**src/rtl/id_ex_issue.sv**
```systemverilog
// id_ex_issue: decode-and-issue stage between IF/ID and the EX-stage ALU.
// Decodes ir_id, forwards rs/rt from EX and MEM, selects the immediate form,
// detects load-use hazards and registers the ALU operands plus writeback and
// store metadata.
// Ports:
//   clk, rst_n                       clock, async active-low reset
//   ir_id, valid_id                  instruction in IF/ID and its valid flag
//   rf_rdata1, rf_rdata2             register-file data for rs / rt
//   alu_out, over_flow               result and overflow of the EX instruction
//   mem_wen, mem_waddr, mem_wdata    pending write of the MEM instruction
//   hold, flush                      downstream stall / kill ID instruction
//   alu_a, alu_b, ir_ex              registered ALU operands and instruction
//   ex_wen, ex_waddr, ex_is_load     EX destination and load flag
//   ex_store_data                    forwarded rt value for SW
//   stall_id                         combinational IF/ID hold request
module id_ex_issue (
    input  logic        clk,
    input  logic        rst_n,
    input  logic [31:0] ir_id,
    input  logic        valid_id,
    input  logic [31:0] rf_rdata1,
    input  logic [31:0] rf_rdata2,
    input  logic [31:0] alu_out,
    input  logic        over_flow,
    input  logic        mem_wen,
    input  logic [4:0]  mem_waddr,
    input  logic [31:0] mem_wdata,
    input  logic        hold,
    input  logic        flush,
    output logic [31:0] alu_a,
    output logic [31:0] alu_b,
    output logic [31:0] ir_ex,
    output logic        ex_wen,
    output logic [4:0]  ex_waddr,
    output logic        ex_is_load,
    output logic [31:0] ex_store_data,
    output logic        stall_id
);

    localparam int unsigned DW = 32;
    localparam int unsigned RW = 5;

    localparam logic [5:0] OP_RTYPE = 6'h00;
    localparam logic [5:0] OP_ADDI  = 6'h08;
    localparam logic [5:0] OP_SLTI  = 6'h0A;
    localparam logic [5:0] OP_ANDI  = 6'h0C;
    localparam logic [5:0] OP_ORI   = 6'h0D;
    localparam logic [5:0] OP_XORI  = 6'h0E;
    localparam logic [5:0] OP_LUI   = 6'h0F;
    localparam logic [5:0] OP_LW    = 6'h23;
    localparam logic [5:0] OP_SW    = 6'h2B;

    localparam logic [5:0] FN_SLL  = 6'h00;
    localparam logic [5:0] FN_SRL  = 6'h02;
    localparam logic [5:0] FN_SRA  = 6'h03;
    localparam logic [5:0] FN_SLLV = 6'h04;
    localparam logic [5:0] FN_SRLV = 6'h06;
    localparam logic [5:0] FN_SRAV = 6'h07;
    localparam logic [5:0] FN_ADD  = 6'h20;
    localparam logic [5:0] FN_ADDU = 6'h21;
    localparam logic [5:0] FN_SUB  = 6'h22;
    localparam logic [5:0] FN_SUBU = 6'h23;
    localparam logic [5:0] FN_AND  = 6'h24;
    localparam logic [5:0] FN_OR   = 6'h25;
    localparam logic [5:0] FN_XOR  = 6'h26;
    localparam logic [5:0] FN_NOR  = 6'h27;
    localparam logic [5:0] FN_SLT  = 6'h2A;
    localparam logic [5:0] FN_SLTU = 6'h2B;

    // EX register
    logic [DW-1:0] alu_a_q, alu_a_d;
    logic [DW-1:0] alu_b_q, alu_b_d;
    logic [DW-1:0] ir_ex_q, ir_ex_d;
    logic          ex_wen_q, ex_wen_d;
    logic [RW-1:0] ex_waddr_q, ex_waddr_d;
    logic          ex_is_load_q, ex_is_load_d;
    logic [DW-1:0] ex_store_data_q, ex_store_data_d;

    // Decode results
    logic [5:0]    opcode, funct;
    logic [RW-1:0] rs, rt, rd, dest;
    logic          legal, use_rs, use_rt, a_zero, b_imm, imm_sext, is_load, is_store;
    logic [DW-1:0] imm_ext, rs_fwd, rt_fwd;
    logic          ex_fwd_ok, hazard, stall_c;

    // Forwarding priority: $0, then EX (not loads, not overflowed), then MEM, then RF
    function automatic logic [DW-1:0] fwd_sel(
        input logic [RW-1:0] r,
        input logic [DW-1:0] rf,
        input logic          ex_ok,
        input logic [RW-1:0] ex_addr,
        input logic [DW-1:0] ex_data,
        input logic          m_wen,
        input logic [RW-1:0] m_addr,
        input logic [DW-1:0] m_data
    );
        logic [DW-1:0] v;
        if (r == '0) begin
            v = '0;
        end else if (ex_ok && (ex_addr == r)) begin
            v = ex_data;
        end else if (m_wen && (m_addr == r)) begin
            v = m_data;
        end else begin
            v = rf;
        end
        return v;
    endfunction

    // Instruction decode
    always_comb begin
        opcode   = ir_id[31:26];
        funct    = ir_id[5:0];
        rs       = ir_id[25:21];
        rt       = ir_id[20:16];
        rd       = ir_id[15:11];
        legal    = 1'b0;
        use_rs   = 1'b0;
        use_rt   = 1'b0;
        dest     = '0;
        a_zero   = 1'b0;
        b_imm    = 1'b0;
        imm_sext = 1'b0;
        is_load  = 1'b0;
        is_store = 1'b0;
        case (opcode)
            OP_RTYPE: begin
                case (funct)
                    FN_SLL, FN_SRL, FN_SRA: begin
                        legal  = 1'b1;
                        use_rt = 1'b1;
                        a_zero = 1'b1;
                        dest   = rd;
                    end
                    FN_SLLV, FN_SRLV, FN_SRAV, FN_ADD, FN_ADDU, FN_SUB, FN_SUBU,
                    FN_AND, FN_OR, FN_XOR, FN_NOR, FN_SLT, FN_SLTU: begin
                        legal  = 1'b1;
                        use_rs = 1'b1;
                        use_rt = 1'b1;
                        dest   = rd;
                    end
                    default: ;  // JR and unsupported functs issue as bubbles
                endcase
            end
            OP_ADDI, OP_SLTI: begin
                legal    = 1'b1;
                use_rs   = 1'b1;
                dest     = rt;
                b_imm    = 1'b1;
                imm_sext = 1'b1;
            end
            OP_ANDI, OP_ORI, OP_XORI: begin
                legal  = 1'b1;
                use_rs = 1'b1;
                dest   = rt;
                b_imm  = 1'b1;
            end
            OP_LUI: begin
                legal  = 1'b1;
                a_zero = 1'b1;
                dest   = rt;
                b_imm  = 1'b1;
            end
            OP_LW: begin
                legal    = 1'b1;
                use_rs   = 1'b1;
                dest     = rt;
                b_imm    = 1'b1;
                imm_sext = 1'b1;
                is_load  = 1'b1;
            end
            OP_SW: begin
                legal    = 1'b1;
                use_rs   = 1'b1;
                use_rt   = 1'b1;
                b_imm    = 1'b1;
                imm_sext = 1'b1;
                is_store = 1'b1;
            end
            default: ;
        endcase
        imm_ext = imm_sext ? {{16{ir_id[15]}}, ir_id[15:0]} : {16'h0000, ir_id[15:0]};
    end

    // Operand forwarding and load-use detection
    always_comb begin
        ex_fwd_ok = ex_wen_q && !ex_is_load_q && !over_flow;
        rs_fwd = fwd_sel(rs, rf_rdata1, ex_fwd_ok, ex_waddr_q, alu_out,
                         mem_wen, mem_waddr, mem_wdata);
        rt_fwd = fwd_sel(rt, rf_rdata2, ex_fwd_ok, ex_waddr_q, alu_out,
                         mem_wen, mem_waddr, mem_wdata);
        hazard = valid_id && ex_is_load_q && ex_wen_q &&
                 ((use_rs && (rs != '0) && (rs == ex_waddr_q)) ||
                  (use_rt && (rt != '0) && (rt == ex_waddr_q)));
        stall_c = hold || (hazard && !flush);
    end

    // EX register next state: hold, else bubble, else issue
    always_comb begin
        alu_a_d         = alu_a_q;
        alu_b_d         = alu_b_q;
        ir_ex_d         = ir_ex_q;
        ex_wen_d        = ex_wen_q;
        ex_waddr_d      = ex_waddr_q;
        ex_is_load_d    = ex_is_load_q;
        ex_store_data_d = ex_store_data_q;
        if (!hold) begin
            if (flush || hazard || !valid_id || !legal) begin
                alu_a_d         = '0;
                alu_b_d         = '0;
                ir_ex_d         = '0;
                ex_wen_d        = 1'b0;
                ex_waddr_d      = '0;
                ex_is_load_d    = 1'b0;
                ex_store_data_d = '0;
            end else begin
                alu_a_d         = a_zero ? '0 : rs_fwd;
                alu_b_d         = b_imm ? imm_ext : rt_fwd;
                ir_ex_d         = ir_id;
                ex_wen_d        = (dest != '0);
                ex_waddr_d      = dest;
                ex_is_load_d    = is_load;
                ex_store_data_d = is_store ? rt_fwd : '0;
            end
        end
    end

    always_ff @(posedge clk or negedge rst_n) begin
        if (!rst_n) begin
            alu_a_q         <= '0;
            alu_b_q         <= '0;
            ir_ex_q         <= '0;
            ex_wen_q        <= 1'b0;
            ex_waddr_q      <= '0;
            ex_is_load_q    <= 1'b0;
            ex_store_data_q <= '0;
        end else begin
            alu_a_q         <= alu_a_d;
            alu_b_q         <= alu_b_d;
            ir_ex_q         <= ir_ex_d;
            ex_wen_q        <= ex_wen_d;
            ex_waddr_q      <= ex_waddr_d;
            ex_is_load_q    <= ex_is_load_d;
            ex_store_data_q <= ex_store_data_d;
        end
    end

    assign alu_a         = alu_a_q;
    assign alu_b         = alu_b_q;
    assign ir_ex         = ir_ex_q;
    assign ex_wen        = ex_wen_q;
    assign ex_waddr      = ex_waddr_q;
    assign ex_is_load    = ex_is_load_q;
    assign ex_store_data = ex_store_data_q;
    assign stall_id      = stall_c;

endmodule

```
**config.mk**
```make
export PLATFORM = sky130hd
export DESIGN_NAME = id_ex_issue
export DESIGN_NICKNAME = d
export VERILOG_FILES = /design/src/rtl/id_ex_issue.sv
export SDC_FILE = /design/constraint.sdc
export NUM_CORES = 1
export LEC_CHECK = 0
export ABC_CLOCK_PERIOD_IN_PS = 1900
export BUFFER_PORTS_ARGS = -buffer_cell sky130_fd_sc_hd__buf_4
export CORE_UTILIZATION = 45
export DETAILED_ROUTE_END_ITERATION = 16
export GPL_TIMING_DRIVEN = 0
export PLACE_DENSITY = 0.84
export SLEW_MARGIN = 20
export SYNTH_ARGS = -nofsm -noshare
export SYNTH_HDL_FRONTEND = slang
export SYNTH_SLANG_ARGS = --single-unit
```
**constraint.sdc**
```tcl
create_clock -name clk -period 1.9 [get_ports clk]
set_input_delay 0.19 -clock clk [delete_from_list [all_inputs] [get_ports clk]]
set_output_delay 0.19 -clock clk [all_outputs]
set_load 0.02 [all_outputs]
```
* After elaboration in Yosys (flattened, before gate mapping)
Index checks and enable logic that the tools add are counted. Widths: inputs -> output; s select.
Cells by class: eq/ne operators 29, reductions and logical operators 38, mux-type cells 30
Operators by type and width (number):
- $mux 32 | 14
- $eq 6x6->1 const B | 12
- $eq 6x4->1 const B | 6
- $eq 5x5->1 | 6
- $eq 6x3->1 const B | 3
- $reduce_or 16->1 | 1
- $reduce_bool 5->1 | 3
- $logic_and 1x1->1 | 14
- $reduce_or 7->1 | 2
- $reduce_or 13->1 | 1
- $eq 6x2->1 const B | 2
- $logic_not 6->1 | 2
- $logic_not 5->1 | 2
- $mux 5 | 2
- $pmux 5 s2 | 1
- $mux 1 | 9
- $pmux 1 s2 | 4
- $reduce_or 8->1 | 1
- $logic_not 1->1 | 5
- $logic_or 1x1->1 | 5
- $reduce_or 4->1 | 1
- $reduce_or 3->1 | 1
Storage, ports and cells: output and inout port bits 136, bits in registers 135, input bits 172

* Logic depth before layout (Yosys ltp)
Gate-level depths: netlist of the first run.
depth after elaboration 12, mapped depth 10

* Worst setup path before layout of the first run
OpenSTA, ideal clock, no wires.
path kind reg2reg, from reg ex_waddr_q[4], in the netlist ex_waddr[4], to reg ir_ex_q[10], in the netlist ir_ex[10], period minus slack after synthesis 2.028 ns, arrival time 1.907 ns, setup time 0.121 ns, stages on the path, launching flop included 9, setup slack -0.128 ns, required time 1.779 ns, path through dfrtp_1 > xnor2_1 > nand3_2 > nor4_2 > o21ai_2 > and3_1 > buf_6 > buf_6 > a22o_1
On the way: longest elaborated chain between the ends 8, elaborated cells on any way between the ends 10, classes of those cells eq/ne (2); mux (1); reduce/logical (7)
RTL lines:
- from (decl) | RTL line 75 | logic [RW-1:0] ex_waddr_q, ex_waddr_d;
- from (signal assigned) | RTL line 242 | ex_waddr_q <= ex_waddr_d;
- $eq 5x5->1, on equally long branches | RTL line 193, 194
- $logic_and 1x1->1, on equally long branches | RTL line 193, 194
- $logic_or 1x1->1 (*) | RTL line 193 | ((use_rs && (rs != '0) && (rs == ex_waddr_q)) ||
- $logic_and 1x1->1 (*) | RTL line 192 | hazard = valid_id && ex_is_load_q && ex_wen_q &&
- $logic_or 1x1->1 (*) (3 in series) | RTL line 208 | if (flush || hazard || !valid_id || !legal) begin
- $mux 32 (*) | RTL line 208
- to (signal assigned) | RTL line 240 | ir_ex_q <= ir_ex_d;
- to (decl) | RTL line 73 | logic [DW-1:0] ir_ex_q, ir_ex_d;
Mark *: on every way between the ends. The rest lies on a longest branch, timed or not. A chain may end at the register's enable or synchronous reset.

* Worst setup path in the final report of the first run
from reg ex_waddr_q[4], in the netlist ex_waddr[4], to out stall_id
On the way: longest elaborated chain between the ends 6, elaborated cells on any way between the ends 8, classes of those cells eq/ne (2); reduce/logical (6)
RTL lines:
- $eq 5x5->1, on equally long branches | RTL line 193, 194
- $logic_and 1x1->1, on equally long branches | RTL line 193, 194
- $logic_or 1x1->1 (*) | RTL line 193
- $logic_and 1x1->1 (*) | RTL line 192
- $logic_and 1x1->1 (*) | RTL line 195 | stall_c = hold || (hazard && !flush);
- $logic_or 1x1->1 (*) | RTL line 195
- to (decl) | RTL line 37 | output logic stall_id
Marked as above.

==> results of run 1 <==
## cell type report
cell class / instances / area (µm²) / share of cell area
Buffer: 64 / 504.2 / 0.04142
Clock buffer: 19 / 442.9 / 0.03638
Clock inverter: 12 / 176.4 / 0.01449
Inverter: 4 / 15.01 / 0.001233
Multi-Input combinational cell: 567 / 4412 / 0.3624
Sequential cell: 135 / 3387 / 0.2782
Tap cell: 220 / 275.3 / 0.02261
Timing Repair Buffer: 360 / 2962 / 0.2433
## Yosys cell counts (3+ instances only)
cell                       instances
sky130_fd_sc_hd__o21ai_0          34
sky130_fd_sc_hd__o31ai_1          46
sky130_fd_sc_hd__nand3_1          20
sky130_fd_sc_hd__inv_1             3
sky130_fd_sc_hd__a32oi_1          16
sky130_fd_sc_hd__a211o_1          16
sky130_fd_sc_hd__nor2_1           23
sky130_fd_sc_hd__and3_1            4
sky130_fd_sc_hd__clkbuf_1         34
sky130_fd_sc_hd__a21oi_1           6
sky130_fd_sc_hd__xnor2_1          14
sky130_fd_sc_hd__dfrtp_1         135
sky130_fd_sc_hd__nor2b_1           3
sky130_fd_sc_hd__o41ai_2          11
sky130_fd_sc_hd__mux2i_1          48
sky130_fd_sc_hd__xor2_1            6
sky130_fd_sc_hd__nor3_1           21
sky130_fd_sc_hd__mux2_1            8
sky130_fd_sc_hd__a22o_1           28
sky130_fd_sc_hd__a311o_1          14
sky130_fd_sc_hd__and2_1           12
sky130_fd_sc_hd__o21ai_1          13
sky130_fd_sc_hd__o41ai_1           8
sky130_fd_sc_hd__a22oi_1           6
sky130_fd_sc_hd__a21o_1           16
sky130_fd_sc_hd__buf_2            17
sky130_fd_sc_hd__and2_0            5
sky130_fd_sc_hd__buf_4             5
sky130_fd_sc_hd__mux2_2           24
sky130_fd_sc_hd__nand2_1         130
sky130_fd_sc_hd__buf_6             6
## routing by layer
layer  track usage  wire length (µm)  vias up
li1              -                 -     3623
met1        0.4625             12650     4050
met2        0.6070             15810      578
met3       0.08562              3227       89
met4        0.1496              1157        0
met5             0                 0        -
## path summary, 6_finish.rpt
check,from,cells after the start,to
max in group asynchronous,rst_n,3,ex_store_data[20]
max,ex_waddr[4],8,stall_id
min reg2reg,ex_store_data[22],2,ex_store_data[22]
min,ir_id[6],2,ir_ex[6]
min in group asynchronous,rst_n,2,ir_ex[30]
max reg2reg,ex_waddr[4],8,ex_store_data[0]
## metrics by stage
stage / std cells / TNS, ns / hold slack [ns] / utilization / worst slack (ns)
floorplan: 772 / -0.5275 / -0.1056 / - / -0.02441
global placement: 1298 / -31.66 / 0.4217 / 0.6205 / -0.3859
detailed placement: 1299 / -37.68 / 0.1364 / 0.6226 / -0.4298
CTS: 1371 / -12.55 / 0.002035 / 0.7088 / -0.2322
global route: 1381 / -25.15 / 0.009168 / 0.7289 / -0.3097
finish: 1381 / -15.76 / 0.01318 / 0.7289 / -0.2490
## power groups by stage
stage / Sequential (mW) / Clock, mW / Combinational, mW
after floorplan: 3.01 / 0 / 0.419
after global placement: 2.98 / 0 / 1.07
after detailed placement: 2.98 / 0 / 1.09
after CTS: 2.92 / 3.54 / 1.15
after global routing: 2.93 / 3.68 / 1.26
final: 2.92 / 3.54 / 1.20
## kinds of logic (layout without fill, tap and decap cells)
kind of cell | after synthesis | after routing | share of synthesized area
AO/OA/AOI/OAI | 223 | 223 | 0.2314
XOR/XNOR | 20 | 20 | 0.02264
flip-flops | 135 | 135 | 0.4366
AND/OR/NAND/NOR | 244 | 244 | 0.1541
buffers and inverters | 70 | 459 | 0.04657
multiplexers | 80 | 80 | 0.1087
## timing repair
item,CTS,global route
endpoints found under the setup margin,129,135
hold buffers,5,1
pin swaps,40,32
cloned,6,3
resized for setup,116,66
endpoints found under the hold margin,57,1
buffers inserted,30,10
## worst register-to-register path, stage by stage (launching register included)
cell	delay (ns)
sky130_fd_sc_hd__dfrtp_2	0.43
sky130_fd_sc_hd__xnor2_2	0.21
sky130_fd_sc_hd__nand3_4	0.11
sky130_fd_sc_hd__buf_6	0.14
sky130_fd_sc_hd__or2_4	0.27
sky130_fd_sc_hd__buf_6	0.16
sky130_fd_sc_hd__buf_8	0.16
sky130_fd_sc_hd__a21o_1	0.19
sky130_fd_sc_hd__o41ai_2	0.33
## flip-flops by register name (all words and copies together), names as in the netlist
register,cells
alu_a,32
ir_ex,32
ex_is_load,1
ex_store_data,32
ex_waddr,5
alu_b,32
ex_wen,1
==> report_table.html, run 1 <==
<table>
<tr><th>Metric</th><th>Value</th></tr>
<tr><th colspan="2">Global route</th></tr>
<tr><td>Largest net degree at the start of global routing</td><td>83</td></tr>
<tr><td>Global-route wire length before repair</td><td>48650 µm</td></tr>
<tr><td>Via count of the first global-routing pass</td><td>8223</td></tr>
<tr><td>Number of antenna violations at the first check in global routing</td><td>0</td></tr>
<tr><td>Gr ovfl total</td><td>0</td></tr>
<tr><td>All-Layer GR Usage</td><td>0.3665</td></tr>
<tr><th colspan="2">Synth</th></tr>
<tr><td>Ys flop type</td><td>sky130_fd_sc_hd__dfrtp_1</td></tr>
<tr><td>Synthesized instance count</td><td>772</td></tr>
<tr><td>Yosys cell types</td><td>62</td></tr>
<tr><td>Fraction of synthesis flops using an asynchronous set or reset pin</td><td>1.000</td></tr>
<tr><td>Yosys Warn Count</td><td>0</td></tr>
<tr><td>Post-synthesis cell type with the largest combined area</td><td>sky130_fd_sc_hd__dfrtp_1</td></tr>
<tr><td>Flops &amp; latches, synth</td><td>135</td></tr>
<tr><td>Mapped Area</td><td>0.007737 mm²</td></tr>
<tr><td>Net count after synthesis</td><td>944</td></tr>
<tr><td>Leading cell types by total area after synthesis</td><td>sky130_fd_sc_hd__dfrtp_1 44%, sky130_fd_sc_hd__nand2_1 6.3%, sky130_fd_sc_hd__mux2i_1 6.2%, sky130_fd_sc_hd__o31ai_1 4.5%, sky130_fd_sc_hd__mux2_2 3.5%</td></tr>
<tr><td>Sequential area share after synthesis</td><td>0.4366</td></tr>
<tr><td>Number of enable flip-flop cells after synthesis</td><td>0</td></tr>
<tr><td>Synthesized area per cell</td><td>10.02 µm²</td></tr>
<tr><td>Top-area cell type share of the netlist area</td><td>0.4366</td></tr>
<tr><th colspan="2">Pwr</th></tr>
<tr><td>Relative contribution of combinational cells to total power</td><td>0.156</td></tr>
<tr><td>Final Power</td><td>7.665 mW</td></tr>
<tr><td>Static leakage</td><td>5.986 nW</td></tr>
<tr><td>Clock power frac</td><td>0.462</td></tr>
<tr><td>Internal power</td><td>5.667 mW</td></tr>
<tr><td>Net switching component of the power</td><td>1.999 mW</td></tr>
<tr><td>Ratio of total power to cell area</td><td>629.6 mW/mm²</td></tr>
<tr><td>Net switching share of the total power</td><td>0.2607</td></tr>
<tr><td>Max VDD drop</td><td>0.7343 mV</td></tr>
<tr><td>Sequential power share</td><td>0.382</td></tr>
<tr><th colspan="2">Routing</th></tr>
<tr><td>Wire length per cell</td><td>23.79 µm</td></tr>
<tr><td>Residual DRC</td><td>0</td></tr>
<tr><td>Detailed-routing iteration count for the pre-antenna-repair pass</td><td>6</td></tr>
<tr><td>Average via count per standard cell</td><td>6.039</td></tr>
<tr><td>Detailed router's first-iteration violation count</td><td>828</td></tr>
<tr><td>Routed vias</td><td>8340</td></tr>
<tr><td>DRT antenna net count</td><td>0</td></tr>
<tr><td>Total wirelength of the detailed-routed design</td><td>32850 µm</td></tr>
<tr><th colspan="2">Clock tree</th></tr>
<tr><td>Master cell of the clock root buffer</td><td>sky130_fd_sc_hd__clkbuf_16</td></tr>
<tr><td>TritonCTS clock tree</td><td>yes</td></tr>
<tr><td>Number of H-tree branching levels</td><td>4</td></tr>
<tr><td>Source-to-sink clock delay at the later pin of the worst-skew pair</td><td>0.42 ns</td></tr>
<tr><td>TritonCTS buffer count</td><td>17</td></tr>
<tr><td>Clock edge transition at the registers on the reported setup and hold paths</td><td>0.06 ns</td></tr>
<tr><td>CTS Buffer Depth</td><td>2</td></tr>
<tr><td>Number of sinks on the clock net</td><td>135</td></tr>
<tr><th colspan="2">Floorplanning</th></tr>
<tr><td>Die area</td><td>0.01772 mm²</td></tr>
<tr><td>Die extent in y</td><td>133.1 µm</td></tr>
<tr><td>Initial Util</td><td>0.4633</td></tr>
<tr><td>Core Rows</td><td>47</td></tr>
<tr><td>Boundary pin count</td><td>308</td></tr>
<tr><td>Core Footprint</td><td>0.01670 mm²</td></tr>
<tr><td>Die span in x</td><td>133.1 µm</td></tr>
<tr><th colspan="2">Worst setup path</th></tr>
<tr><td>Flop-to-flop setup slack</td><td>-0.22 ns</td></tr>
<tr><td>Slowest library cell on the worst path</td><td>sky130_fd_sc_hd__dfrtp_2</td></tr>
<tr><td>List of cells traversed by the critical path</td><td>buf_6, xnor2_2, nand3_2, nor3_4, o211ai_4, a21oi_1, or2_2, buf_6</td></tr>
<tr><td>Max stage delay on crit path</td><td>0.43 ns</td></tr>
<tr><td>Launching element type of the critical path</td><td>flip-flop</td></tr>
<tr><td>Arrival time of the worst setup path</td><td>1.96 ns</td></tr>
<tr><td>Sort of element at the end of the critical path</td><td>output port</td></tr>
<tr><td>Worst path top cell family by delay</td><td>simple AND/OR/NAND/NOR gates</td></tr>
<tr><td>Worst-path maximum fanout</td><td>3</td></tr>
<tr><td>Critical Path Most Common Cell</td><td>sky130_fd_sc_hd__buf_6</td></tr>
<tr><td>Critical path required time</td><td>1.71 ns</td></tr>
<tr><td>Critical Setup Path Class</td><td>reg -&gt; out</td></tr>
<tr><td>Buf/Inv on CP</td><td>2</td></tr>
<tr><th colspan="2">STA</th></tr>
<tr><td>Setup repair after global routing missed its margin</td><td>true</td></tr>
<tr><td>Worst Max-Slew Pin Slew</td><td>0.8149 ns</td></tr>
<tr><td>Number of pins with negative max-slew slack in the final report</td><td>0</td></tr>
<tr><td>Largest clock skew in the final design</td><td>0.005779 ns</td></tr>
<tr><td>Worst path setup slack after routing</td><td>-0.2490 ns</td></tr>
<tr><td>Max-slew headroom at the worst pin</td><td>0.4567</td></tr>
<tr><td>Upper clock frequency limit</td><td>465.3 MHz</td></tr>
<tr><td>Tcrit/Tclk final</td><td>1.131</td></tr>
<tr><td>Final critical-path required period</td><td>2.149 ns</td></tr>
<tr><td>Number of hold-slack violations in the final timing report</td><td>0</td></tr>
<tr><td>Final number of setup-violating endpoints</td><td>129</td></tr>
<tr><th colspan="2">Job</th></tr>
<tr><td>Count of maximum capacitance violations</td><td>0</td></tr>
<tr><th colspan="2">Final layout</th></tr>
<tr><td>Number of antenna cells inserted</td><td>0</td></tr>
<tr><td>Layout net count</td><td>1321</td></tr>
<tr><td>Post-route design area</td><td>0.01217 mm²</td></tr>
<tr><td>Most common library cell in the layout ignoring fill and taps</td><td>sky130_fd_sc_hd__buf_4</td></tr>
<tr><td>Ratio of cells with drive above 1 in the final layout</td><td>0.4746</td></tr>
<tr><td>Synth-to-layout area growth</td><td>57.34%</td></tr>
<tr><td>Number of fillers in the final layout</td><td>1248</td></tr>
<tr><td>Leading cell types in the layout, fill and taps excluded</td><td>330 x sky130_fd_sc_hd__buf_4, 128 x sky130_fd_sc_hd__nand2_1, 128 x sky130_fd_sc_hd__dfrtp_1</td></tr>
<tr><th colspan="2">Placed design</th></tr>
<tr><td>Final RePlAce weighted congestion</td><td>0.9610</td></tr>
<tr><td>HPWL after DPL</td><td>23500 µm</td></tr>
<tr><td>Input/output buffers</td><td>306</td></tr>
<tr><td>Cell area after placement</td><td>0.01040 mm²</td></tr>
<tr><th colspan="2">Outcome</th></tr>
<tr><td>Failing checks</td><td>negative setup slack</td></tr>
<tr><td>Run status</td><td>finished with violations</td></tr>
<tr><th colspan="2">Min path</th></tr>
<tr><td>Type of the tightest min-delay check</td><td>in -&gt; reg</td></tr>
</table>
Note: power is estimated with default switching activity, not from simulation.
==> run 2, diff against run 1 <==
--- a/config.mk
+++ b/config.mk
@@ -7,6 +7,7 @@
 export LEC_CHECK = 0
 export ABC_CLOCK_PERIOD_IN_PS = 1900
 export BUFFER_PORTS_ARGS = -buffer_cell sky130_fd_sc_hd__buf_4
+export CORE_MARGIN = 10
 export CORE_UTILIZATION = 45
 export DETAILED_ROUTE_END_ITERATION = 16
 export GPL_TIMING_DRIVEN = 0
==> report_table.html, run 2 (synthesis results as in run 1) <==
<table>
<tr><th>Metric</th><th>Value</th></tr>
<tr><th colspan="2">Final layout</th></tr>
<tr><td>Ratio of cells with drive above 1 in the final layout</td><td>0.4476 (was 0.4746)</td></tr>
<tr><td>Post-route design area</td><td>0.01199 mm² (was 0.01217 mm²)</td></tr>
<tr><td>Flip-flop and latch area</td><td>0.003387 mm² (unchanged)</td></tr>
<tr><td>Synth-to-layout area growth</td><td>54.95% (was 57.34%)</td></tr>
<tr><td>Footprint of the multi-input gates</td><td>0.004360 mm² (was 0.004412 mm²)</td></tr>
<tr><td>Layout net count</td><td>1314 (was 1321)</td></tr>
<tr><td>Number of fillers in the final layout</td><td>1239 (was 1248)</td></tr>
<tr><td>Leading cell types in the layout, fill and taps excluded</td><td>330 x sky130_fd_sc_hd__buf_4, 128 x sky130_fd_sc_hd__nand2_1, 128 x sky130_fd_sc_hd__dfrtp_1 (unchanged)</td></tr>
<tr><td>Number of antenna cells inserted</td><td>0 (unchanged)</td></tr>
<tr><td>Most common library cell in the layout ignoring fill and taps</td><td>sky130_fd_sc_hd__buf_4 (unchanged)</td></tr>
<tr><th colspan="2">STA</th></tr>
<tr><td>Max-slew headroom at the worst pin</td><td>0.3387 (was 0.4567)</td></tr>
<tr><td>Number of hold-slack violations in the final timing report</td><td>0 (unchanged)</td></tr>
<tr><td>Tcrit/Tclk final</td><td>1.134 (was 1.131)</td></tr>
<tr><td>Largest clock skew in the final design</td><td>0.01345 ns (was 0.005779 ns)</td></tr>
<tr><td>Final critical-path required period</td><td>2.154 ns (was 2.149 ns)</td></tr>
<tr><td>Number of pins with negative max-slew slack in the final report</td><td>0 (unchanged)</td></tr>
<tr><td>Worst Max-Slew Pin Slew</td><td>0.9919 ns (was 0.8149 ns)</td></tr>
<tr><td>Worst path setup slack after routing</td><td>-0.2543 ns (was -0.2490 ns)</td></tr>
<tr><td>Upper clock frequency limit</td><td>464.2 MHz (was 465.3 MHz)</td></tr>
<tr><td>Final number of setup-violating endpoints</td><td>134 (was 129)</td></tr>
<tr><td>Setup TNS</td><td>-17.80 ns (was -15.76 ns)</td></tr>
<tr><td>Setup repair after global routing missed its margin</td><td>true (unchanged)</td></tr>
<tr><th colspan="2">Clock tree</th></tr>
<tr><td>CTS Buffer Depth</td><td>2 (unchanged)</td></tr>
<tr><td>Master cell of the clock root buffer</td><td>sky130_fd_sc_hd__clkbuf_16 (unchanged)</td></tr>
<tr><td>Number of H-tree branching levels</td><td>4 (unchanged)</td></tr>
<tr><td>Clock edge transition at the registers on the reported setup and hold paths</td><td>0.06 ns (about the same)</td></tr>
<tr><td>TritonCTS buffer count</td><td>17 (unchanged)</td></tr>
<tr><td>Source-to-sink clock delay at the later pin of the worst-skew pair</td><td>0.43 ns (was 0.42 ns)</td></tr>
<tr><td>TritonCTS clock tree</td><td>yes (unchanged)</td></tr>
<tr><td>Number of sinks on the clock net</td><td>135 (unchanged)</td></tr>
<tr><th colspan="2">Global route</th></tr>
<tr><td>Via count of the first global-routing pass</td><td>8443 (was 8223)</td></tr>
<tr><td>Largest net degree at the start of global routing</td><td>75 (was 83)</td></tr>
<tr><td>Gr ovfl total</td><td>0 (unchanged)</td></tr>
<tr><td>All-Layer GR Usage</td><td>0.3002 (was 0.3665)</td></tr>
<tr><td>Number of antenna violations at the first check in global routing</td><td>0 (unchanged)</td></tr>
<tr><td>Global-route wire length before repair</td><td>51680 µm (was 48650 µm)</td></tr>
<tr><th colspan="2">Routing</th></tr>
<tr><td>Detailed router's first-iteration violation count</td><td>731 (was 828)</td></tr>
<tr><td>Detailed-routing iteration count for the pre-antenna-repair pass</td><td>5 (was 6)</td></tr>
<tr><td>Routed vias</td><td>8273 (was 8340)</td></tr>
<tr><td>Wire length per cell</td><td>25.86 µm (was 23.79 µm)</td></tr>
<tr><td>Total wirelength of the detailed-routed design</td><td>35560 µm (was 32850 µm)</td></tr>
<tr><td>Average via count per standard cell</td><td>6.017 (was 6.039)</td></tr>
<tr><td>Residual DRC</td><td>0 (unchanged)</td></tr>
<tr><td>DRT antenna net count</td><td>0 (unchanged)</td></tr>
<tr><th colspan="2">Pwr</th></tr>
<tr><td>Max VDD drop</td><td>0.6264 mV (was 0.7343 mV)</td></tr>
<tr><td>Relative contribution of combinational cells to total power</td><td>0.164 (was 0.156)</td></tr>
<tr><td>Static leakage</td><td>6.044 nW (was 5.986 nW)</td></tr>
<tr><td>Internal power</td><td>5.283 mW (was 5.667 mW)</td></tr>
<tr><td>Sequential power share</td><td>0.400 (was 0.382)</td></tr>
<tr><td>Ratio of total power to cell area</td><td>609.5 mW/mm² (was 629.6 mW/mm²)</td></tr>
<tr><td>Clock power frac</td><td>0.436 (was 0.462)</td></tr>
<tr><td>Net switching component of the power</td><td>2.025 mW (was 1.999 mW)</td></tr>
<tr><td>Net switching share of the total power</td><td>0.2771 (was 0.2607)</td></tr>
<tr><td>Final Power</td><td>7.308 mW (was 7.665 mW)</td></tr>
<tr><th colspan="2">Placed design</th></tr>
<tr><td>Input/output buffers</td><td>306 (unchanged)</td></tr>
<tr><td>Cell area after placement</td><td>0.01040 mm² (unchanged)</td></tr>
<tr><td>HPWL after DPL</td><td>26860 µm (was 23500 µm)</td></tr>
<tr><td>Post-place setup slack</td><td>-0.5109 ns (was -0.4298 ns)</td></tr>
<tr><td>Final RePlAce weighted congestion</td><td>0.9406 (was 0.9610)</td></tr>
<tr><th colspan="2">Worst setup path</th></tr>
<tr><td>Buf/Inv on CP</td><td>1 (was 2)</td></tr>
<tr><td>Critical path required time</td><td>1.71 ns (about the same)</td></tr>
<tr><td>Arrival time of the worst setup path</td><td>1.96 ns (about the same)</td></tr>
<tr><td>Max stage delay on crit path</td><td>0.44 ns (was 0.43 ns)</td></tr>
<tr><td>Launching element type of the critical path</td><td>flip-flop (unchanged)</td></tr>
<tr><td>List of cells traversed by the critical path</td><td>xnor2_2, nand3_4, nor4_4, o21ai_2, a21oi_2, or2_2, buf_6 (was buf_6, xnor2_2, nand3_2, nor3_4, o211ai_4, a21oi_1, or2_2, buf_6)</td></tr>
<tr><td>Timing startpoint of the critical path</td><td>ex_waddr[4] (unchanged)</td></tr>
<tr><td>Worst-path maximum fanout</td><td>4 (was 3)</td></tr>
<tr><td>Beginning of the worst register-to-register path</td><td>ex_waddr[1] (was ex_waddr[4])</td></tr>
<tr><td>Sort of element at the end of the critical path</td><td>output port (unchanged)</td></tr>
<tr><td>Critical Setup Path Class</td><td>reg -&gt; out (unchanged)</td></tr>
<tr><td>Slowest library cell on the worst path</td><td>sky130_fd_sc_hd__dfrtp_2 (unchanged)</td></tr>
<tr><td>Worst path top cell family by delay</td><td>simple AND/OR/NAND/NOR gates (unchanged)</td></tr>
<tr><th colspan="2">Job</th></tr>
<tr><td>Count of maximum capacitance violations</td><td>0 (unchanged)</td></tr>
<tr><th colspan="2">Floorplanning</th></tr>
<tr><td>Core Footprint</td><td>0.01670 mm² (unchanged)</td></tr>
<tr><td>Initial Util</td><td>0.4633 (unchanged)</td></tr>
<tr><td>Die area</td><td>0.02284 mm² (was 0.01772 mm²)</td></tr>
<tr><td>Boundary pin count</td><td>308 (unchanged)</td></tr>
<tr><td>Die extent in y</td><td>151.1 µm (was 133.1 µm)</td></tr>
<tr><td>Core Rows</td><td>47 (unchanged)</td></tr>
<tr><td>Die span in x</td><td>151.1 µm (was 133.1 µm)</td></tr>
<tr><th colspan="2">Min path</th></tr>
<tr><td>Hold_sp</td><td>ir_id[29] (was ir_id[6])</td></tr>
<tr><td>Type of the tightest min-delay check</td><td>in -&gt; reg (unchanged)</td></tr>
<tr><th colspan="2">Outcome</th></tr>
<tr><td>Run status</td><td>finished with violations (unchanged)</td></tr>
<tr><td>Failing checks</td><td>negative setup slack (unchanged)</td></tr>
</table>
run 2: path summary, 6_finish.rpt:
kind                         endpoint  slack, ns  depth (start not counted)
setup / recovery             stall_id      -0.25                          7
hold / removal             ex_is_load       0.01                          2
setup reg to reg            alu_a[20]      -0.25                         10
hold reg to reg             alu_a[30]       0.49                          2
max in group asynchronous      ex_wen       0.83                          3
min in group asynchronous   alu_a[11]       0.33                          2
run 2: what timing repair did:
item	CTS	global route
hold buffers	6	0
cloned	5	0
pin swaps	21	12
hold endpoints to repair	78	0
setup buffers	33	3
gates resized for setup	112	30
setup endpoints to repair	129	135
run 2: final cells by class:
| type | instances | area share |
|---|---|---|
| buffer | 63 | 0.04268 |
| clock buffer | 19 | 0.03694 |
| clock inverter | 13 | 0.009914 |
| inverter | 4 | 0.001252 |
| multi-input combinational | 567 | 0.3637 |
| sequential | 135 | 0.2825 |
| tap | 220 | 0.02296 |
| timing repair buffer | 354 | 0.2400 |
run 2: layer usage:
layer  vias to the layer above  GRT usage  wire length [µm]
met5                         -          0                 0
met3                       103    0.08980              3379
li1                       3615          -                 -
met1                      4085     0.3530             13550
met2                       470     0.4941             17000
met4                         0     0.1405              1635
run 2: power by group through the flow:
stage,combinational (mW),sequential (mW),clock (mW)
after detailed placement,1.10,2.97,0
after global placement,1.07,2.97,0
after CTS,1.16,2.92,3.19
final,1.20,2.92,3.19
after floorplan,0.419,3.01,0
after global routing,1.26,2.92,3.32
run 2: per-stage QoR:
stage	util	instances	hold slack [ns]
finish	0.7179	1375	0.01369
global route	0.7179	1375	0.01526
CTS	0.7086	1373	0.007393
detailed placement	0.6226	1299	0.2010
global placement	0.6205	1298	0.4220
floorplan	-	772	-0.1056
==> run 3, diff against run 2 <==
--- a/config.mk
+++ b/config.mk
@@ -12,6 +12,7 @@
 export DETAILED_ROUTE_END_ITERATION = 16
 export GPL_TIMING_DRIVEN = 0
 export PLACE_DENSITY = 0.84
+export REMOVE_ABC_BUFFERS = 1
 export SLEW_MARGIN = 20
 export SYNTH_ARGS = -nofsm -noshare
 export SYNTH_HDL_FRONTEND = slang
==> report_table.html, run 3 (synthesis results as in run 1) <==
<table>
<tr><th>Metric</th><th>Value</th></tr>
<tr><th colspan="2">Outcome</th></tr>
<tr><td>Run status</td><td>finished with violations (unchanged)</td></tr>
<tr><td>Failing checks</td><td>negative setup slack (unchanged)</td></tr>
<tr><th colspan="2">Clock tree</th></tr>
<tr><td>TritonCTS buffer count</td><td>17 (unchanged)</td></tr>
<tr><td>Number of sinks on the clock net</td><td>135 (unchanged)</td></tr>
<tr><td>Source-to-sink clock delay at the later pin of the worst-skew pair</td><td>0.43 ns (about the same)</td></tr>
<tr><td>Number of H-tree branching levels</td><td>4 (unchanged)</td></tr>
<tr><td>Master cell of the clock root buffer</td><td>sky130_fd_sc_hd__clkbuf_16 (unchanged)</td></tr>
<tr><td>TritonCTS clock tree</td><td>yes (unchanged)</td></tr>
<tr><td>CTS Buffer Depth</td><td>2 (unchanged)</td></tr>
<tr><td>Clock edge transition at the registers on the reported setup and hold paths</td><td>0.06 ns (about the same)</td></tr>
<tr><th colspan="2">Routing</th></tr>
<tr><td>Total wirelength of the detailed-routed design</td><td>33960 µm (was 35560 µm)</td></tr>
<tr><td>Wire length per cell</td><td>25.44 µm (was 25.86 µm)</td></tr>
<tr><td>Residual DRC</td><td>0 (unchanged)</td></tr>
<tr><td>Detailed router's first-iteration violation count</td><td>869 (was 731)</td></tr>
<tr><td>DRT antenna net count</td><td>0 (unchanged)</td></tr>
<tr><td>Detailed-routing iteration count for the pre-antenna-repair pass</td><td>7 (was 5)</td></tr>
<tr><td>Routed vias</td><td>8202 (was 8273)</td></tr>
<tr><td>Average via count per standard cell</td><td>6.144 (was 6.017)</td></tr>
<tr><th colspan="2">Worst setup path</th></tr>
<tr><td>Max stage delay on crit path</td><td>0.45 ns (was 0.44 ns)</td></tr>
<tr><td>Flop-to-flop setup slack</td><td>-0.22 ns (was -0.25 ns)</td></tr>
<tr><td>Worst-path maximum fanout</td><td>4 (unchanged)</td></tr>
<tr><td>Critical path required time</td><td>1.71 ns (about the same)</td></tr>
<tr><td>Logic depth of the worst register-to-register path</td><td>9 (was 10)</td></tr>
<tr><td>Launching element type of the critical path</td><td>flip-flop (unchanged)</td></tr>
<tr><td>Timing startpoint of the critical path</td><td>ex_waddr[1] (was ex_waddr[4])</td></tr>
<tr><td>Arrival time of the worst setup path</td><td>1.97 ns (was 1.96 ns)</td></tr>
<tr><td>Sort of element at the end of the critical path</td><td>output port (unchanged)</td></tr>
<tr><td>Beginning of the worst register-to-register path</td><td>ex_waddr[0] (was ex_waddr[1])</td></tr>
<tr><td>List of cells traversed by the critical path</td><td>xnor2_2, nand3_4, nor4_4, o21ai_4, a21oi_2, or2_2, buf_6 (was xnor2_2, nand3_4, nor4_4, o21ai_2, a21oi_2, or2_2, buf_6)</td></tr>
<tr><td>Critical Setup Path Class</td><td>reg -&gt; out (unchanged)</td></tr>
<tr><td>Slowest library cell on the worst path</td><td>sky130_fd_sc_hd__dfrtp_2 (unchanged)</td></tr>
<tr><th colspan="2">Floorplanning</th></tr>
<tr><td>Initial Util</td><td>0.4633 (unchanged)</td></tr>
<tr><td>Die area</td><td>0.02284 mm² (unchanged)</td></tr>
<tr><td>Die span in x</td><td>151.1 µm (unchanged)</td></tr>
<tr><td>Core Rows</td><td>47 (unchanged)</td></tr>
<tr><td>Die extent in y</td><td>151.1 µm (unchanged)</td></tr>
<tr><td>Boundary pin count</td><td>308 (unchanged)</td></tr>
<tr><td>Core Footprint</td><td>0.01670 mm² (unchanged)</td></tr>
<tr><th colspan="2">Final layout</th></tr>
<tr><td>Layout net count</td><td>1274 (was 1314)</td></tr>
<tr><td>Most common library cell in the layout ignoring fill and taps</td><td>sky130_fd_sc_hd__buf_4 (unchanged)</td></tr>
<tr><td>Number of fillers in the final layout</td><td>1263 (was 1239)</td></tr>
<tr><td>Post-route design area</td><td>0.01188 mm² (was 0.01199 mm²)</td></tr>
<tr><td>Finished Core Util</td><td>0.7112 (was 0.7179)</td></tr>
<tr><td>Leading cell types in the layout, fill and taps excluded</td><td>325 x sky130_fd_sc_hd__buf_4, 129 x sky130_fd_sc_hd__dfrtp_1, 127 x sky130_fd_sc_hd__nand2_1 (was 330 x sky130_fd_sc_hd__buf_4, 128 x sky130_fd_sc_hd__nand2_1, 128 x sky130_fd_sc_hd__dfrtp_1)</td></tr>
<tr><td>Ratio of cells with drive above 1 in the final layout</td><td>0.4700 (was 0.4476)</td></tr>
<tr><td>Synth-to-layout area growth</td><td>53.51% (was 54.95%)</td></tr>
<tr><td>Final non-filler cell total</td><td>1335 (was 1375)</td></tr>
<tr><td>Number of antenna cells inserted</td><td>0 (unchanged)</td></tr>
<tr><th colspan="2">Placed design</th></tr>
<tr><td>Input/output buffers</td><td>307 (was 306)</td></tr>
<tr><td>Final RePlAce weighted congestion</td><td>0.8605 (was 0.9406)</td></tr>
<tr><td>HPWL after DPL</td><td>21420 µm (was 26860 µm)</td></tr>
<tr><td>Cell area after placement</td><td>0.01009 mm² (was 0.01040 mm²)</td></tr>
<tr><td>Post-placement cell count</td><td>1237 (was 1299)</td></tr>
<tr><td>Post-place setup slack</td><td>-1.196 ns (was -0.5109 ns)</td></tr>
<tr><th colspan="2">STA</th></tr>
<tr><td>Final critical-path required period</td><td>2.165 ns (was 2.154 ns)</td></tr>
<tr><td>Largest clock skew in the final design</td><td>0.01132 ns (was 0.01345 ns)</td></tr>
<tr><td>Setup TNS</td><td>-13.62 ns (was -17.80 ns)</td></tr>
<tr><td>Number of hold-slack violations in the final timing report</td><td>0 (unchanged)</td></tr>
<tr><td>Hold slack final</td><td>0.008268 ns (was 0.01369 ns)</td></tr>
<tr><td>Max-slew headroom at the worst pin</td><td>0.5191 (was 0.3387)</td></tr>
<tr><td>Worst Max-Slew Pin Slew</td><td>0.7192 ns (was 0.9919 ns)</td></tr>
<tr><td>Setup repair after global routing missed its margin</td><td>true (unchanged)</td></tr>
<tr><td>Number of pins with negative max-slew slack in the final report</td><td>0 (unchanged)</td></tr>
<tr><td>Worst path setup slack after routing</td><td>-0.2647 ns (was -0.2543 ns)</td></tr>
<tr><td>Tcrit/Tclk final</td><td>1.139 (was 1.134)</td></tr>
<tr><td>Final number of setup-violating endpoints</td><td>130 (was 134)</td></tr>
<tr><td>Upper clock frequency limit</td><td>462.0 MHz (was 464.2 MHz)</td></tr>
<tr><th colspan="2">Global route</th></tr>
<tr><td>Number of antenna violations at the first check in global routing</td><td>0 (unchanged)</td></tr>
<tr><td>Global-route wire length before repair</td><td>47730 µm (was 51680 µm)</td></tr>
<tr><td>Gr ovfl total</td><td>0 (unchanged)</td></tr>
<tr><td>All-Layer GR Usage</td><td>0.2695 (was 0.3002)</td></tr>
<tr><td>Via count of the first global-routing pass</td><td>8253 (was 8443)</td></tr>
<tr><td>Largest net degree at the start of global routing</td><td>106 (was 75)</td></tr>
<tr><th colspan="2">Min path</th></tr>
<tr><td>Hold Path Depth</td><td>2 (unchanged)</td></tr>
<tr><td>Type of the tightest min-delay check</td><td>in -&gt; reg (unchanged)</td></tr>
<tr><td>Hold_sp</td><td>ir_id[10] (was ir_id[29])</td></tr>
<tr><th colspan="2">Pwr</th></tr>
<tr><td>Final Power</td><td>7.365 mW (was 7.308 mW)</td></tr>
<tr><td>Max VDD drop</td><td>0.6235 mV (was 0.6264 mV)</td></tr>
<tr><td>Ratio of total power to cell area</td><td>620.0 mW/mm² (was 609.5 mW/mm²)</td></tr>
<tr><td>Static leakage</td><td>5.860 nW (was 6.044 nW)</td></tr>
<tr><th colspan="2">Job</th></tr>
<tr><td>Count of maximum capacitance violations</td><td>0 (unchanged)</td></tr>
</table>
[run 3: critical path, delay by kind of cell, from the launching register on]
| kind | cells | cell delay [ns] |
|---|---|---|
| AO/OA/AOI/OAI | 2 | 0.23 |
| XOR/XNOR | 1 | 0.19 |
| buffers and inverters | 1 | 0.12 |
| flip-flops | 1 | 0.45 |
| AND/OR/NAND/NOR | 3 | 0.56 |
[run 3: what timing repair did]
| item | in CTS | in global routing |
|---|---|---|
| hold endpoints to repair | 71 | 0 |
| gates cloned | 8 | 10 |
| hold buffers | 5 | 0 |
| pin swaps | 20 | 33 |
| buffers inserted | 28 | 16 |
| gates resized for setup | 53 | 89 |
| setup endpoints to repair | 135 | 135 |
[run 3: worst paths after layout]
check | endpoint
max in group asynchronous | ex_waddr[2]
worst max register to register | alu_b[31]
worst max-delay path | stall_id
min in group asynchronous | alu_a[12]
worst min register to register | alu_a[12]
worst min-delay path | ir_ex[10]
[run 3: layout make-up]
cell class | count | area [µm²] | area share
clock buffers | 22 | 494.2 | 0.04161
clock inverters | 10 | 92.59 | 0.007795
inverters | 4 | 17.52 | 0.001475
multi-input cells | 581 | 4586 | 0.3861
flip-flops and latches | 135 | 3386 | 0.2851
well taps | 220 | 275.3 | 0.02318
repair buffers | 363 | 3027 | 0.2548
[run 3: per-layer routing]
layer,vias to the layer above,GRT usage,wire [µm]
li1,3546,-,-
met1,4117,0.3198,12680
met2,457,0.4517,16580
met3,82,0.08502,3476
met4,0,0.09384,1225
met5,-,0,0
[run 3: report_power, final]
part,total (mW),leakage (nW),switching [mW],internal [mW]
logic,1.13,3.71,0.609,0.526
clock network,3.31,0.281,1.33,1.97
registers,2.92,1.87,0.0179,2.90
total,7.36,5.86,1.96,5.40
